<file path="src/rtl/multicycle_control_if.sv">
// ============================================================================
// Module   : multicycle_control_if
// Brief    : Opcode/flag inputs and datapath control outputs of the MIPS
//            multi-cycle controller.
// Revision : 1.0 - initial release
// ============================================================================
`default_nettype none

interface multicycle_control_if;
  logic [5:0] OP;
  logic       zero;
  logic       mem_ready;
  logic       PCWrite;
  logic       IorD;
  logic       MemRead;
  logic       MemWrite;
  logic       IRWrite;
  logic       RegDst;
  logic       MemtoReg;
  logic       RegWrite;
  logic       ALUSrcA;
  logic [1:0] ALUSrcB;
  logic [1:0] PCSource;
  logic [2:0] ALUOp;
  logic [3:0] state;
  logic       timeout_err;
  logic       illegal_op;

  modport master (
    input  OP, zero, mem_ready,
    output PCWrite, IorD, MemRead, MemWrite, IRWrite, RegDst, MemtoReg,
           RegWrite, ALUSrcA, ALUSrcB, PCSource, ALUOp, state,
           timeout_err, illegal_op
  );

  modport slave (
    output OP, zero, mem_ready,
    input  PCWrite, IorD, MemRead, MemWrite, IRWrite, RegDst, MemtoReg,
           RegWrite, ALUSrcA, ALUSrcB, PCSource, ALUOp, state,
           timeout_err, illegal_op
  );
endinterface

`default_nettype wire

</file>
<file path="src/rtl/multicycle_control.sv">
// ============================================================================
// Module   : multicycle_control
// Brief    : Moore-style multi-cycle MIPS control FSM with memory-ready
//            handshake, optional wait timeout and sticky error flags.
// Revision : 1.0 - initial release
// ============================================================================
`default_nettype none

module multicycle_control #(
  parameter int USE_MEM_READY = 1,
  parameter int WAIT_TIMEOUT  = 0
) (
  input  wire                   clk,
  input  wire                   reset,
  multicycle_control_if.master  bus
);

  localparam int c_CNT_W = (WAIT_TIMEOUT > 0) ? $clog2(WAIT_TIMEOUT + 1) : 1;
  localparam logic [c_CNT_W-1:0] c_TIMEOUT = c_CNT_W'(WAIT_TIMEOUT);

  localparam logic [5:0] c_OP_R    = 6'h00;
  localparam logic [5:0] c_OP_J    = 6'h02;
  localparam logic [5:0] c_OP_BEQ  = 6'h04;
  localparam logic [5:0] c_OP_BNE  = 6'h05;
  localparam logic [5:0] c_OP_ADDI = 6'h08;
  localparam logic [5:0] c_OP_ORI  = 6'h0d;
  localparam logic [5:0] c_OP_LUI  = 6'h0f;
  localparam logic [5:0] c_OP_LW   = 6'h23;
  localparam logic [5:0] c_OP_SW   = 6'h2b;

  typedef enum logic [3:0] {
    IDLE     = 4'd0,
    FETCH    = 4'd1,
    DECODE   = 4'd2,
    MEMADDR  = 4'd3,
    MEMREAD  = 4'd4,
    MEMWB    = 4'd5,
    MEMWRITE = 4'd6,
    RTYPE_EX = 4'd7,
    RTYPE_WB = 4'd8,
    BRANCH   = 4'd9,
    IMM_EX   = 4'd10,
    IMM_WB   = 4'd11,
    JUMP     = 4'd12
  } state_t;

  typedef struct packed {
    logic       pcWrite;
    logic       iorD;
    logic       memRead;
    logic       memWrite;
    logic       regDst;
    logic       memtoReg;
    logic       regWrite;
    logic       aluSrcA;
    logic [1:0] aluSrcB;
    logic [1:0] pcSource;
    logic [2:0] aluOp;
  } ctrl_t;

  state_t               r_state;
  logic [5:0]           r_opQ;
  logic [c_CNT_W-1:0]   r_waitCnt;
  logic                 r_timeoutErr;
  logic                 r_illegalOp;
  ctrl_t                r_ctrl;

  state_t               w_next;
  logic [5:0]           w_opNext;
  logic                 w_illegal;
  logic                 w_ready;
  logic                 w_waitState;
  logic                 w_timeout;
  logic                 w_taken;
  logic [c_CNT_W-1:0]   w_cntInc;

  // State-only part of the output decode; the ready/zero qualified strobes
  // are added combinationally below.
  function automatic ctrl_t decodeState(input state_t s, input logic [5:0] op);
    ctrl_t c;
    c = '0;
    case (s)
      FETCH: begin
        c.memRead = 1'b1;
        c.aluSrcB = 2'b01;
        c.aluOp   = 3'b100;
      end
      DECODE: begin
        c.aluSrcB = 2'b11;
        c.aluOp   = 3'b100;
      end
      MEMADDR: begin
        c.aluSrcA = 1'b1;
        c.aluSrcB = 2'b10;
        c.aluOp   = 3'b100;
      end
      MEMREAD: begin
        c.memRead = 1'b1;
        c.iorD    = 1'b1;
      end
      MEMWB: begin
        c.memtoReg = 1'b1;
        c.regWrite = 1'b1;
      end
      MEMWRITE: begin
        c.memWrite = 1'b1;
        c.iorD     = 1'b1;
      end
      RTYPE_EX: begin
        c.aluSrcA = 1'b1;
        c.aluOp   = 3'b111;
      end
      RTYPE_WB: begin
        c.regDst   = 1'b1;
        c.regWrite = 1'b1;
      end
      BRANCH: begin
        c.aluSrcA  = 1'b1;
        c.aluOp    = 3'b001;
        c.pcSource = 2'b01;
      end
      IMM_EX: begin
        c.aluSrcA = 1'b1;
        c.aluSrcB = 2'b10;
        case (op)
          c_OP_ORI: c.aluOp = 3'b101;
          c_OP_LUI: c.aluOp = 3'b110;
          default:  c.aluOp = 3'b100;
        endcase
      end
      IMM_WB: c.regWrite = 1'b1;
      JUMP: begin
        c.pcWrite  = 1'b1;
        c.pcSource = 2'b10;
      end
      default: c = '0;
    endcase
    return c;
  endfunction

  assign w_ready     = (USE_MEM_READY != 0) ? bus.mem_ready : 1'b1;
  assign w_waitState = (r_state == FETCH) || (r_state == MEMREAD) || (r_state == MEMWRITE);
  assign w_cntInc    = r_waitCnt + c_CNT_W'(1);
  // Count includes the current not-ready cycle, so the abort lands on the
  // edge that ends the WAIT_TIMEOUT-th waiting cycle.
  assign w_timeout   = (WAIT_TIMEOUT > 0) && w_waitState && !w_ready && (w_cntInc == c_TIMEOUT);
  assign w_taken     = ((r_opQ == c_OP_BEQ) && bus.zero) || ((r_opQ == c_OP_BNE) && !bus.zero);

  always_comb begin
    w_next    = r_state;
    w_opNext  = r_opQ;
    w_illegal = 1'b0;
    case (r_state)
      IDLE:  w_next = FETCH;
      FETCH: if (w_ready) w_next = DECODE;
      DECODE: begin
        w_opNext = bus.OP;
        case (bus.OP)
          c_OP_LW, c_OP_SW:               w_next = MEMADDR;
          c_OP_R:                         w_next = RTYPE_EX;
          c_OP_BEQ, c_OP_BNE:             w_next = BRANCH;
          c_OP_ADDI, c_OP_ORI, c_OP_LUI:  w_next = IMM_EX;
          c_OP_J:                         w_next = JUMP;
          default: begin
            w_next    = FETCH;
            w_illegal = 1'b1;
          end
        endcase
      end
      MEMADDR: begin
        if (r_opQ == c_OP_SW)
          w_next = MEMWRITE;
        else if (r_opQ == c_OP_LW)
          w_next = MEMREAD;
        else
          w_next = FETCH;
      end
      MEMREAD:  if (w_ready) w_next = MEMWB;
      MEMWB:    w_next = FETCH;
      MEMWRITE: if (w_ready) w_next = FETCH;
      RTYPE_EX: w_next = RTYPE_WB;
      RTYPE_WB: w_next = FETCH;
      BRANCH:   w_next = FETCH;
      IMM_EX:   w_next = IMM_WB;
      IMM_WB:   w_next = FETCH;
      JUMP:     w_next = FETCH;
      default:  w_next = FETCH;
    endcase
    if (w_timeout)
      w_next = FETCH;
  end

  always_ff @(posedge clk or negedge reset) begin
    if (!reset) begin
      r_state      <= IDLE;
      r_opQ        <= 6'd0;
      r_waitCnt    <= '0;
      r_timeoutErr <= 1'b0;
      r_illegalOp  <= 1'b0;
      r_ctrl       <= '0;
    end else begin
      r_state <= w_next;
      r_opQ   <= w_opNext;
      r_ctrl  <= decodeState(w_next, w_opNext);
      // A timeout from FETCH re-enters FETCH, so it must clear the count too.
      if ((w_next != r_state) || w_timeout)
        r_waitCnt <= '0;
      else if (w_waitState && !w_ready)
        r_waitCnt <= w_cntInc;
      if (w_timeout)
        r_timeoutErr <= 1'b1;
      if (w_illegal)
        r_illegalOp <= 1'b1;
    end
  end

  assign bus.PCWrite     = r_ctrl.pcWrite
                         | ((r_state == FETCH) & w_ready)
                         | ((r_state == BRANCH) & w_taken);
  assign bus.IRWrite     = (r_state == FETCH) & w_ready;
  assign bus.IorD        = r_ctrl.iorD;
  assign bus.MemRead     = r_ctrl.memRead;
  assign bus.MemWrite    = r_ctrl.memWrite;
  assign bus.RegDst      = r_ctrl.regDst;
  assign bus.MemtoReg    = r_ctrl.memtoReg;
  assign bus.RegWrite    = r_ctrl.regWrite;
  assign bus.ALUSrcA     = r_ctrl.aluSrcA;
  assign bus.ALUSrcB     = r_ctrl.aluSrcB;
  assign bus.PCSource    = r_ctrl.pcSource;
  assign bus.ALUOp       = r_ctrl.aluOp;
  assign bus.state       = r_state;
  assign bus.timeout_err = r_timeoutErr;
  assign bus.illegal_op  = r_illegalOp;

endmodule

`default_nettype wire

</file>
<file path="src/flat_wrapper.sv">
// flat-port wrapper written by rule: the top's interface ports become plain ports
module multicycle_control_flat 
#(
  parameter int USE_MEM_READY = 1,
  parameter int WAIT_TIMEOUT  = 0
)
  (clk, reset, bus_OP, bus_zero, bus_mem_ready, bus_PCWrite, bus_IorD, bus_MemRead, bus_MemWrite, bus_IRWrite, bus_RegDst, bus_MemtoReg, bus_RegWrite, bus_ALUSrcA, bus_ALUSrcB, bus_PCSource, bus_ALUOp, bus_state, bus_timeout_err, bus_illegal_op);
  multicycle_control_if bus_i ();
  input  wire clk;
  input  wire reset;
  input wire logic [$bits(bus_i.OP)-1:0] bus_OP;
  input wire logic [$bits(bus_i.zero)-1:0] bus_zero;
  input wire logic [$bits(bus_i.mem_ready)-1:0] bus_mem_ready;
  output wire logic [$bits(bus_i.PCWrite)-1:0] bus_PCWrite;
  output wire logic [$bits(bus_i.IorD)-1:0] bus_IorD;
  output wire logic [$bits(bus_i.MemRead)-1:0] bus_MemRead;
  output wire logic [$bits(bus_i.MemWrite)-1:0] bus_MemWrite;
  output wire logic [$bits(bus_i.IRWrite)-1:0] bus_IRWrite;
  output wire logic [$bits(bus_i.RegDst)-1:0] bus_RegDst;
  output wire logic [$bits(bus_i.MemtoReg)-1:0] bus_MemtoReg;
  output wire logic [$bits(bus_i.RegWrite)-1:0] bus_RegWrite;
  output wire logic [$bits(bus_i.ALUSrcA)-1:0] bus_ALUSrcA;
  output wire logic [$bits(bus_i.ALUSrcB)-1:0] bus_ALUSrcB;
  output wire logic [$bits(bus_i.PCSource)-1:0] bus_PCSource;
  output wire logic [$bits(bus_i.ALUOp)-1:0] bus_ALUOp;
  output wire logic [$bits(bus_i.state)-1:0] bus_state;
  output wire logic [$bits(bus_i.timeout_err)-1:0] bus_timeout_err;
  output wire logic [$bits(bus_i.illegal_op)-1:0] bus_illegal_op;
  assign bus_i.OP = bus_OP;
  assign bus_i.zero = bus_zero;
  assign bus_i.mem_ready = bus_mem_ready;
  assign bus_PCWrite = bus_i.PCWrite;
  assign bus_IorD = bus_i.IorD;
  assign bus_MemRead = bus_i.MemRead;
  assign bus_MemWrite = bus_i.MemWrite;
  assign bus_IRWrite = bus_i.IRWrite;
  assign bus_RegDst = bus_i.RegDst;
  assign bus_MemtoReg = bus_i.MemtoReg;
  assign bus_RegWrite = bus_i.RegWrite;
  assign bus_ALUSrcA = bus_i.ALUSrcA;
  assign bus_ALUSrcB = bus_i.ALUSrcB;
  assign bus_PCSource = bus_i.PCSource;
  assign bus_ALUOp = bus_i.ALUOp;
  assign bus_state = bus_i.state;
  assign bus_timeout_err = bus_i.timeout_err;
  assign bus_illegal_op = bus_i.illegal_op;
  multicycle_control #(.USE_MEM_READY(USE_MEM_READY), .WAIT_TIMEOUT(WAIT_TIMEOUT)) u_core (.clk(clk), .reset(reset), .bus(bus_i));
endmodule
</file>
<file path="config.mk">
export PLATFORM = sky130hd
export DESIGN_NAME = multicycle_control_flat
export DESIGN_NICKNAME = d
export VERILOG_FILES = /design/src/rtl/multicycle_control_if.sv /design/src/rtl/multicycle_control.sv /design/src/flat_wrapper.sv
export SDC_FILE = /design/constraint.sdc
export NUM_CORES = 1
export LEC_CHECK = 0
export BUFFER_PORTS_ARGS = -buffer_cell sky130_fd_sc_hd__buf_2
export CAP_MARGIN = 20
export CORE_UTILIZATION = 45
export CTS_BUF_LIST = sky130_fd_sc_hd__clkbuf_16
export DETAILED_ROUTE_END_ITERATION = 12
export GPL_TIMING_DRIVEN = 1
export PLACE_DENSITY_LB_ADDON = 0.1
export SLEW_MARGIN = 25
export SYNTH_ARGS = -nofsm -noshare
export SYNTH_HDL_FRONTEND = slang
export SYNTH_SLANG_ARGS = --single-unit
</file>
<file path="constraint.sdc">
create_clock -name clk -period 2.3 [get_ports clk]
set_clock_uncertainty 0.05 [all_clocks]
set_input_delay 0.23 -clock clk [delete_from_list [all_inputs] [get_ports clk]]
set_output_delay 0.23 -clock clk [all_outputs]
set_load 0.1 [all_outputs]
</file>
==> results of run 1 <==
-- cells in the final DEF (no fill, tap or decap), types with 2 or more instances in the layout --
master,netlist,layout
buf_2,3,28
buf_4,8,25
dfrtp_1,26,22
nand2_1,22,21
inv_1,8,8
nor2b_1,5,5
o21ai_0,6,5
a21oi_1,4,4
nand3b_1,4,4
nor2_1,5,4
nand4_1,4,4
dfrtp_4,0,4
nor4_1,3,3
nor3_1,3,3
clkbuf_16,0,3
nor4bb_4,0,2
nor3b_2,1,2
xor2_1,2,2
nand2b_1,2,2
nand3_1,3,2
o211ai_1,2,2
xnor2_1,2,2
and2_2,2,2
buf_12,0,2
-- critical path: cells and delay by family (launching register included) --
| kind | cells | cell delay (ps) |
|---|---|---|
| AOI/OAI and AO/OA | 2 | 460 |
| buffers and inverters | 2 | 320 |
| DFF | 1 | 500 |
| and+or+nand+nor | 3 | 530 |
-- final cells by class --
cell class                 instances  area, um2  area share (%)
clock inverter                     1       30.0            1.51
inverter                           9       41.3            2.07
clock buffer                       3       75.1            3.77
sequential                        26        666            33.4
multi-input combinational         97        736            36.9
tap                               44       55.1            2.76
timing repair buffer              57        389            19.5
-- repair_timing --
| action | 4_1_cts | 5_1_grt |
|---|---|---|
| hold endpoints to repair | 26 | 0 |
| hold buffers | 1 | 0 |
| pin swaps | 8 | 6 |
| gates cloned | 0 | 0 |
| buffers inserted | 11 | 7 |
| resized for setup | 3 | 7 |
| setup endpoints to repair | 2 | 2 |
-- synth_stat cells (3+ instances only) --
cell	n
dfrtp_1	26
nor4bb_1	3
nor2_1	5
nand3_1	3
o21ai_0	6
nor4_1	3
nor2b_1	5
nand4_1	4
buf_4	8
a21oi_1	4
buf_2	3
nor3_1	3
nand2_1	22
nand3b_1	4
inv_1	8
-- metrics by stage --
stage | hold slack (ps) | setup WS, ps | cells
2_1_floorplan | -116 | -124 | 148
6_report | 179 | -59.6 | 237
3_5_place_dp | 221 | 148 | 214
4_1_cts | 177 | -53.8 | 230
3_3_place_gp | 206 | 150 | 214
5_1_grt | 218 | -148 | 237
-- kinds of logic after synthesis --
group	after synthesis
simple gates	69
other cells	1
mux	1
compound gates	22
xor+xnor	4
flops	26
buf+inv	25
-- worst max-delay path by stage --
stage,slack [ps],cells after the start,from,to
2_1_floorplan,-120,6,u_core.bus.state[2]$_DFF_PN0_,bus_PCWrite
3_3_place_gp,150,7,u_core.r_opQ[4]$_DFF_PN0_,bus_PCWrite
4_1_cts,-50,7,u_core.bus.state[2]$_DFF_PN0_,bus_PCWrite
6_report,-60,7,u_core.bus.state[2]$_DFF_PN0_,bus_PCWrite
3_5_place_dp,150,8,bus_OP[0],bus_PCWrite
5_1_grt,-150,7,u_core.r_opQ[4]$_DFF_PN0_,bus_PCWrite
-- flip-flops by register name (all words and copies together) (netlist names), 2 cells and up --
signal,flops
u_core.bus.ALUOp,3
u_core.r_opQ,6
u_core.bus.ALUSrcB,2
u_core.bus.PCSource,2
u_core.bus.state,4
-- report_power, final --
part	total (mW)	switching (mW)	internal (mW)	leakage [nW]
Clock	0.504	0.157	0.346	0.0511
Sequential	0.668	0.0948	0.573	0.327
Combinational	1.21	0.806	0.400	0.621
-- metal layers --
metal  vias up  GRT usage [%]  wire, um
li1        596              -         -
met4         0           10.5        82
met3         9           3.74       130
met2        33           34.3      1630
met5         -              0         0
met1       595           28.5      1460
==> reports/results.tsv, run 1 <==
metric	value	unit
cts_tree	built	
reg2reg_setup_slack	70	ps
period_share	103	%
firstDrtPassIters	4	
grt_pass1_vias	1219	
placed_cell_area	1680	um2
critPathSlowestCell	dfrtp_4	
path_max_fanout	4	
path_class	flop to output port	
syn_area	1440	um2
antenna_found_initial	0	
clkTransAtPathRegs	60	ps
synth-seq-area-share	45.1	%
die_h	58.6	um
required	2020	ps
final_area	1990	um2
fp.dieW	58.6	um
reg2reg_from	u_core.bus.state[0]$_DFF_PN0_	
num_rows	20	
cp-start-kind	flop	
violations	setup timing	
area_growth	38.0	%
synth-simple-area-share	28.9	%
netlist_instances	148	
fmax	424	MHz
max_stage_delay	500	ps
power.density	1190	nW/um2
grt_pass1_wl	5520	um
holdPathStages	3	
worstHoldStart	bus_OP[4]	
ant_nets	0	
core	3050	um2
ios	32	
clockBufferDepth	2	
r2r_end	u_core.bus.ALUOp[0]$_DFF_PN0_	
async_flop_share	100	%
synth_top_area_share	45.1	%
overflow	0	
nFillCells	251	
synth_seq_cells	26	
via_per_inst	5.20	
p_leak	0.999	nW
crit_path_end_kind	output port	
finalHoldViolCount	0	
syn_nets	158	
numCtsBuffers	3	
slew_viol_final	0	
clk_latency	260	ps
netlist_top_cells_area	dfrtp_1 45%, nand2_1 5.7%, buf_4 4.2%, nor2b_1 2.2%, nor4bb_1 2.1%	
antenna_cells	0	
synth-edff-count	0	
outcome	finished with violations	
ctsHtreeMaxLevel	1	
setup_ws	-59.6	ps
drt_iter0_markers	46	
drive_gt1_share	44.0	%
avgSynthCellArea	9.76	um2
routabilityCongestion	0.804	
grtUsageTotal	21.6	%
synth.distinct_cells	48	
yosys_warnings	0	
port_buffers	30	
tns	-59.6	ps
grt_max_degree	27	
synth_compound_area_share	12.6	%
dieArea	3440	um2
maxCapViolations	0	
routed_wl	3300	um
synth_top_family_by_area	simple AND/OR/NAND/NOR gates	
synth_largest_area_cell	dfrtp_1	
vias	1233	
worst_pin_slew	571	ps
reg2regPathDepth	7	
clock-sinks	26	
setup_violations	1	
arrival	2080	ps
vdd_drop_max	672	uV
final_nets	204	
fin_util	65.2	%
start_util	47.3	%
synth_ff_type	dfrtp_1	
p_total	2.38	mW
drc_errors	0	
min_path_type	primary input to flop	
synthMuxAreaShare	0.693	%
wl_per_cell	13.9	um
rsz0062_at_grt	true	
hpwl	2140	um
slew_headroom	62.0	%
cts_root_buf	clkbuf_16	
period_needed	2360	ps
synthXorXnorAreaFrac	2.43	%
hold_end	u_core.r_opQ[4]$_DFF_PN0_	
synthAdderAreaFrac	0	%
crit_chain	buf_6 -> nor4bb_4 -> nand3_2 -> o221ai_4 -> nand2_4 -> o21ai_4 -> buf_12	
Power figures use the tool's default switching activity.
==> run 2, diff against run 1 <==
- CORE_ASPECT_RATIO: not set -> 1.75
- TNS_END_PERCENT: not set -> 1
==> reports/results.tsv, run 2 (same netlist as run 1, synthesis figures left out) <==
metric	value	unit	change
ios	32		unchanged
crit_chain	nor4bb_2 -> nand3_1 -> o221ai_4 -> nand2_4 -> o21ai_4 -> buf_12		
period_share	102	%	-0.61 points
core	2990	um2	-2.0%
overflow	0		unchanged
tns	-45.6	ps	+13.9 ps
via_per_inst	5.41		+4.0%
die_h	76.9	um	+31%
final_common_cell	buf_2		
routed_wl	3820	um	+16%
ant_nets	0		unchanged
firstDrtPassIters	4		unchanged
cts_tree	built		
power.density	1230	nW/um2	+2.8%
drc_errors	0		unchanged
path_class	flop to output port		
port_buffers	30		unchanged
vdd_drop_max	779	uV	+16%
area_growth	35.4	%	
arrival	2070	ps	about the same
layout_common_cells	29 x buf_2, 22 x dfrtp_1, 21 x nand2_1		
grtUsageTotal	24.6	%	+3.0 points
fmax	426	MHz	+0.59%
final_area	1960	um2	-1.8%
min_path_type	primary input to flop		
dieArea	3450	um2	+0.26%
cp-start-kind	flop		
largest_reg_flops	6		unchanged
outcome	finished with violations		
critPathSlowestCell	dfrtp_4		
drt_iter0_markers	46		unchanged
grt_max_degree	27		unchanged
hpwl	2390	um	+12%
violations	setup timing		
crit_family	simple AND/OR/NAND/NOR gates		
finalHoldViolCount	0		unchanged
num_rows	26		+30%
placed_cell_area	1680	um2	-0.15%
clockBufferDepth	2		unchanged
p_leak	0.976	nW	-2.3%
vias	1244		+0.89%
grt_pass1_vias	1397		+15%
clkTransAtPathRegs	70	ps	about the same
max_stage_delay	530	ps	+30 ps
worst_pin_slew	582	ps	+11.8 ps
path_max_fanout	7		+3
numCtsBuffers	3		unchanged
ctsHtreeMaxLevel	1		unchanged
setup_ws	-45.6	ps	+13.9 ps
drive_gt1_share	43.6	%	-0.42 points
required	2020	ps	about the same
clk_latency	270	ps	about the same
routabilityCongestion	0.907		+13%
final_nets	199		-2.5%
grt_pass1_wl	6240	um	+13%
rsz0062_at_grt	true		
wl_per_cell	16.6	um	+19%
antenna_found_initial	0		unchanged
maxCapViolations	0		unchanged
slew_headroom	61.2	%	-0.78 points
cp_num_buf_inv	1		-1
slew_viol_final	0		unchanged
setup_violations	1		unchanged
antenna_cells	0		unchanged
top_register	u_core.r_opQ		
cts_root_buf	clkbuf_16		
start_util	48.2	%	+0.95 points
period_needed	2350	ps	-13.9 ps
crit_path_end_kind	output port		
clock-sinks	26		unchanged
fp.dieW	44.8	um	-24%
==> run 2: path summary, 6_finish.rpt <==
kind,depth (start not counted),startpoint,to,slack (ps)
hold reg to reg,1,u_core.bus.illegal_op$_DFFE_PN0P_,u_core.bus.illegal_op$_DFFE_PN0P_,410
max in group asynchronous,2,reset,u_core.bus.state[1]$_DFF_PN0_,1310
setup reg to reg,7,u_core.bus.state[3]$_DFF_PN0_,u_core.bus.ALUOp[0]$_DFF_PN0_,200
hold / removal,3,bus_OP[4],u_core.r_opQ[4]$_DFF_PN0_,190
min in group asynchronous,2,reset,u_core.bus.RegWrite$_DFF_PN0_,450
setup / recovery,6,u_core.bus.state[3]$_DFF_PN0_,bus_PCWrite,-50
==> run 2: metrics by stage <==
stage / setup slack, ps / util [%] / hold WS, ps / instances / power (mW)
2_1_floorplan: -124 / - / -116 / 148 / 1.54
3_3_place_gp: 177 / 56.1 / 200 / 212 / 1.70
3_5_place_dp: 158 / 56.1 / 217 / 212 / 1.71
4_1_cts: 2.83 / 64.7 / 188 / 230 / 2.35
5_1_grt: -115 / 65.3 / 211 / 230 / 2.50
6_report: -45.6 / 65.3 / 188 / 230 / 2.40
==> run 2: area by class of cell <==
type,instances,area (um2)
Fill cell,251,1040
Multi-Input combinational cell,97,741
Sequential cell,26,666
Timing Repair Buffer,52,345
Clock buffer,3,75.1
Tap cell,42,52.6
Inverter,9,46.3
Clock inverter,1,30.0
==> run 2: routing by layer <==
metal | vias to the layer above | GRT usage (%) | part of all wire [%]
li1 | 584 | - | -
met1 | 609 | 25.2 | 37
met2 | 36 | 41.9 | 56
met3 | 15 | 4.47 | 3.0
met4 | 0 | 17.6 | 4.5
met5 | - | 0 | 0
==> run 2: what timing repair did <==
action,in CTS,in global routing
gates resized for setup,9,3
hold buffers,1,0
pin swaps,7,2
buffers inserted,13,0
endpoints found under the hold margin,26,0
setup endpoints to repair,2,7
==> run 2: tightest hold or removal path: stages <==
cell	delay (ps)
buf_2	130
nand2_1	60
nand2_1	40
==> run 2: report_power, final <==
part	leakage [nW]	switching (mW)	total [mW]	internal, mW
clock	0.0511	0.169	0.516	0.347
combinational	0.598	0.814	1.20	0.389
sequential	0.327	0.108	0.681	0.573
==> run 3, diff against run 2 <==
- CORE_UTILIZATION: 45 -> 53
- CTS_BUF_LIST: sky130_fd_sc_hd__clkbuf_16 -> not set
==> reports/results.tsv, run 3 (same netlist as run 1, synthesis figures left out) <==
metric	value	unit	change
hold_ws	173	ps	-15.1 ps
setup_violations	3		+2
min_path_type	primary input to flop		
cts_tree	built		
pre_cts_ws	148	ps	-9.53 ps
wl_per_cell	16.4	um	-1.2%
grt_pass1_wl	5600	um	-10%
num_rows	24		-7.7%
setup_ws	-83.5	ps	-37.9 ps
rsz0062_at_grt	true		
max_stage_delay	530	ps	about the same
path_class	flop to output port		
clkTransAtPathRegs	90	ps	+20 ps
critPathSlowestCell	dfrtp_4		
ios	32		unchanged
firstDrtPassIters	4		unchanged
drive_gt1_share	41.0	%	-2.6 points
numCtsBuffers	3		unchanged
clockBufferDepth	2		unchanged
maxCapViolations	0		unchanged
fmax	420	MHz	-1.6%
grtUsageMet3	2.30	%	-2.2 points
violations	setup timing		
top_register	u_core.r_opQ		
dieArea	2950	um2	-15%
outcome	finished with violations		
routabilityCongestion	0.876		-3.5%
layout_common_cells	29 x buf_2, 22 x dfrtp_1, 21 x nand2_1		
final_nets	194		-2.5%
grtUsageMet1	26.9	%	+1.7 points
power.density	1210	nW/um2	-1.0%
core	2520	um2	-16%
worst_pin_slew	574	ps	-8.88 ps
overflow	0		unchanged
antenna_found_initial	0		unchanged
ctsHtreeMaxLevel	1		unchanged
vias	1225		-1.5%
cp-start-kind	flop		
clock-sinks	26		unchanged
crit_chain	buf_4 -> nor4bb_1 -> a21oi_1 -> o221ai_4 -> nand2_4 -> o21ai_4 -> buf_12		
grt_pass1_vias	1214		-13%
grt_max_degree	27		unchanged
arrival	2100	ps	+30 ps
start_util	57.2	%	+9.0 points
finalHoldViolCount	0		unchanged
port_buffers	30		unchanged
fin_util	73.2	%	+7.9 points
vdd_drop_max	820	uV	+5.2%
final_common_cell	buf_2		
slew_viol_final	0		unchanged
routed_wl	3430	um	-10%
period_needed	2380	ps	+37.9 ps
cts_root_buf	clkbuf_8		
via_per_inst	5.86		+8.4%
hpwl	2240	um	-6.2%
path_max_fanout	6		-1
grtUsageTotal	24.8	%	+0.21 points
worstHoldStart	bus_OP[4]		
largest_reg_flops	6		unchanged
crit_path_start	u_core.bus.state[3]$_DFF_PN0_		
grt-busiest-layer	met2		
gr-usage-met2	46.4	%	+4.4 points
slew_headroom	61.8	%	+0.59 points
p_leak	0.926	nW	-5.2%
area_growth	27.9	%	
fp.dieW	41.5	um	-7.5%
clk_latency	280	ps	about the same
drt_iter0_markers	41		-11%
antenna_cells	0		unchanged
required	2020	ps	about the same
die_h	71.0	um	-7.7%
drc_errors	0		unchanged
ant_nets	0		unchanged
reg2reg_from	u_core.bus.state[0]$_DFF_PN0_		
crit_path_end_kind	output port		
period_share	104	%	+1.6 points
-- run 3: changes by cell type in the layout (fill, tap and decap cells not counted) --
cell       before  now
clkbuf_16       3    0
nor4bb_1        0    1
buf_4          20   15
nor2b_1         4    5
clkbuf_8        0    3
o21ai_0         5    4
nor2b_2         1    0
nor4bb_4        2    1
o21ai_1         1    2
-- run 3: worst paths after layout --
| kind | endpoint | slack, ps | cells past startpoint |
|---|---|---|---|
| hold reg to reg | u_core.bus.illegal_op$_DFFE_PN0P_ | 430 | 1 |
| setup reg to reg | u_core.bus.ALUOp[0]$_DFF_PN0_ | 0 | 8 |
| max in group asynchronous | u_core.bus.state[2]$_DFF_PN0_ | 1350 | 2 |
| hold / removal | u_core.r_opQ[4]$_DFF_PN0_ | 170 | 3 |
| min in group asynchronous | u_core.bus.RegWrite$_DFF_PN0_ | 420 | 2 |
| setup / recovery | bus_PCWrite | -80 | 7 |
-- run 3: where the power goes --
group          switching, mW  total (mW)  internal (mW)
clock network          0.150       0.383          0.233
logic                  0.817        1.19          0.370
registers              0.100       0.673          0.572
-- run 3: layout make-up --
| type | count | area [um2] |
|---|---|---|
| tap | 26 | 32.5 |
| inverter | 9 | 46.3 |
| clock inverter | 1 | 30.0 |
| multi-input combinational | 97 | 723 |
| timing repair buffer | 47 | 308 |
| clock buffer | 3 | 41.3 |
| fill | 203 | 676 |
| sequential | 26 | 666 |
-- run 3: timing repair --
| item | 4_1_cts | 5_1_grt |
|---|---|---|
| setup buffers | 11 | 0 |
| hold buffers | 1 | 0 |
| resized for setup | 9 | 1 |
| endpoints found under the setup margin | 2 | 7 |
| pin swaps | 9 | 1 |
| hold endpoints to repair | 26 | 0 |
-- run 3: per-layer routing --
layer | up-vias | routed length, um
li1 | 575 | -
met1 | 599 | 1260
met2 | 42 | 1920
met3 | 9 | 126
met4 | 0 | 121
met5 | - | 0
-- run 3: per-stage QoR --
| stage | TNS, ps | instances | area [um2] | power (mW) |
|---|---|---|---|---|
| global route | -673 | 209 | 1850 | 2.33 |
| CTS | -46.2 | 209 | 1850 | 2.22 |
| detailed placement | 0 | 193 | 1640 | 1.70 |
| global placement | 0 | 193 | 1640 | 1.68 |
| floorplan | -165 | 148 | 1520 | 1.54 |
| finish | -101 | 209 | 1850 | 2.24 |
-- run 3: critical path: cells and delay by family, from the launching register on --
family          cells  cell delay (ps)
compound gates      3              520
buf+inv             2              370
simple gates        2              400
flops               1              530
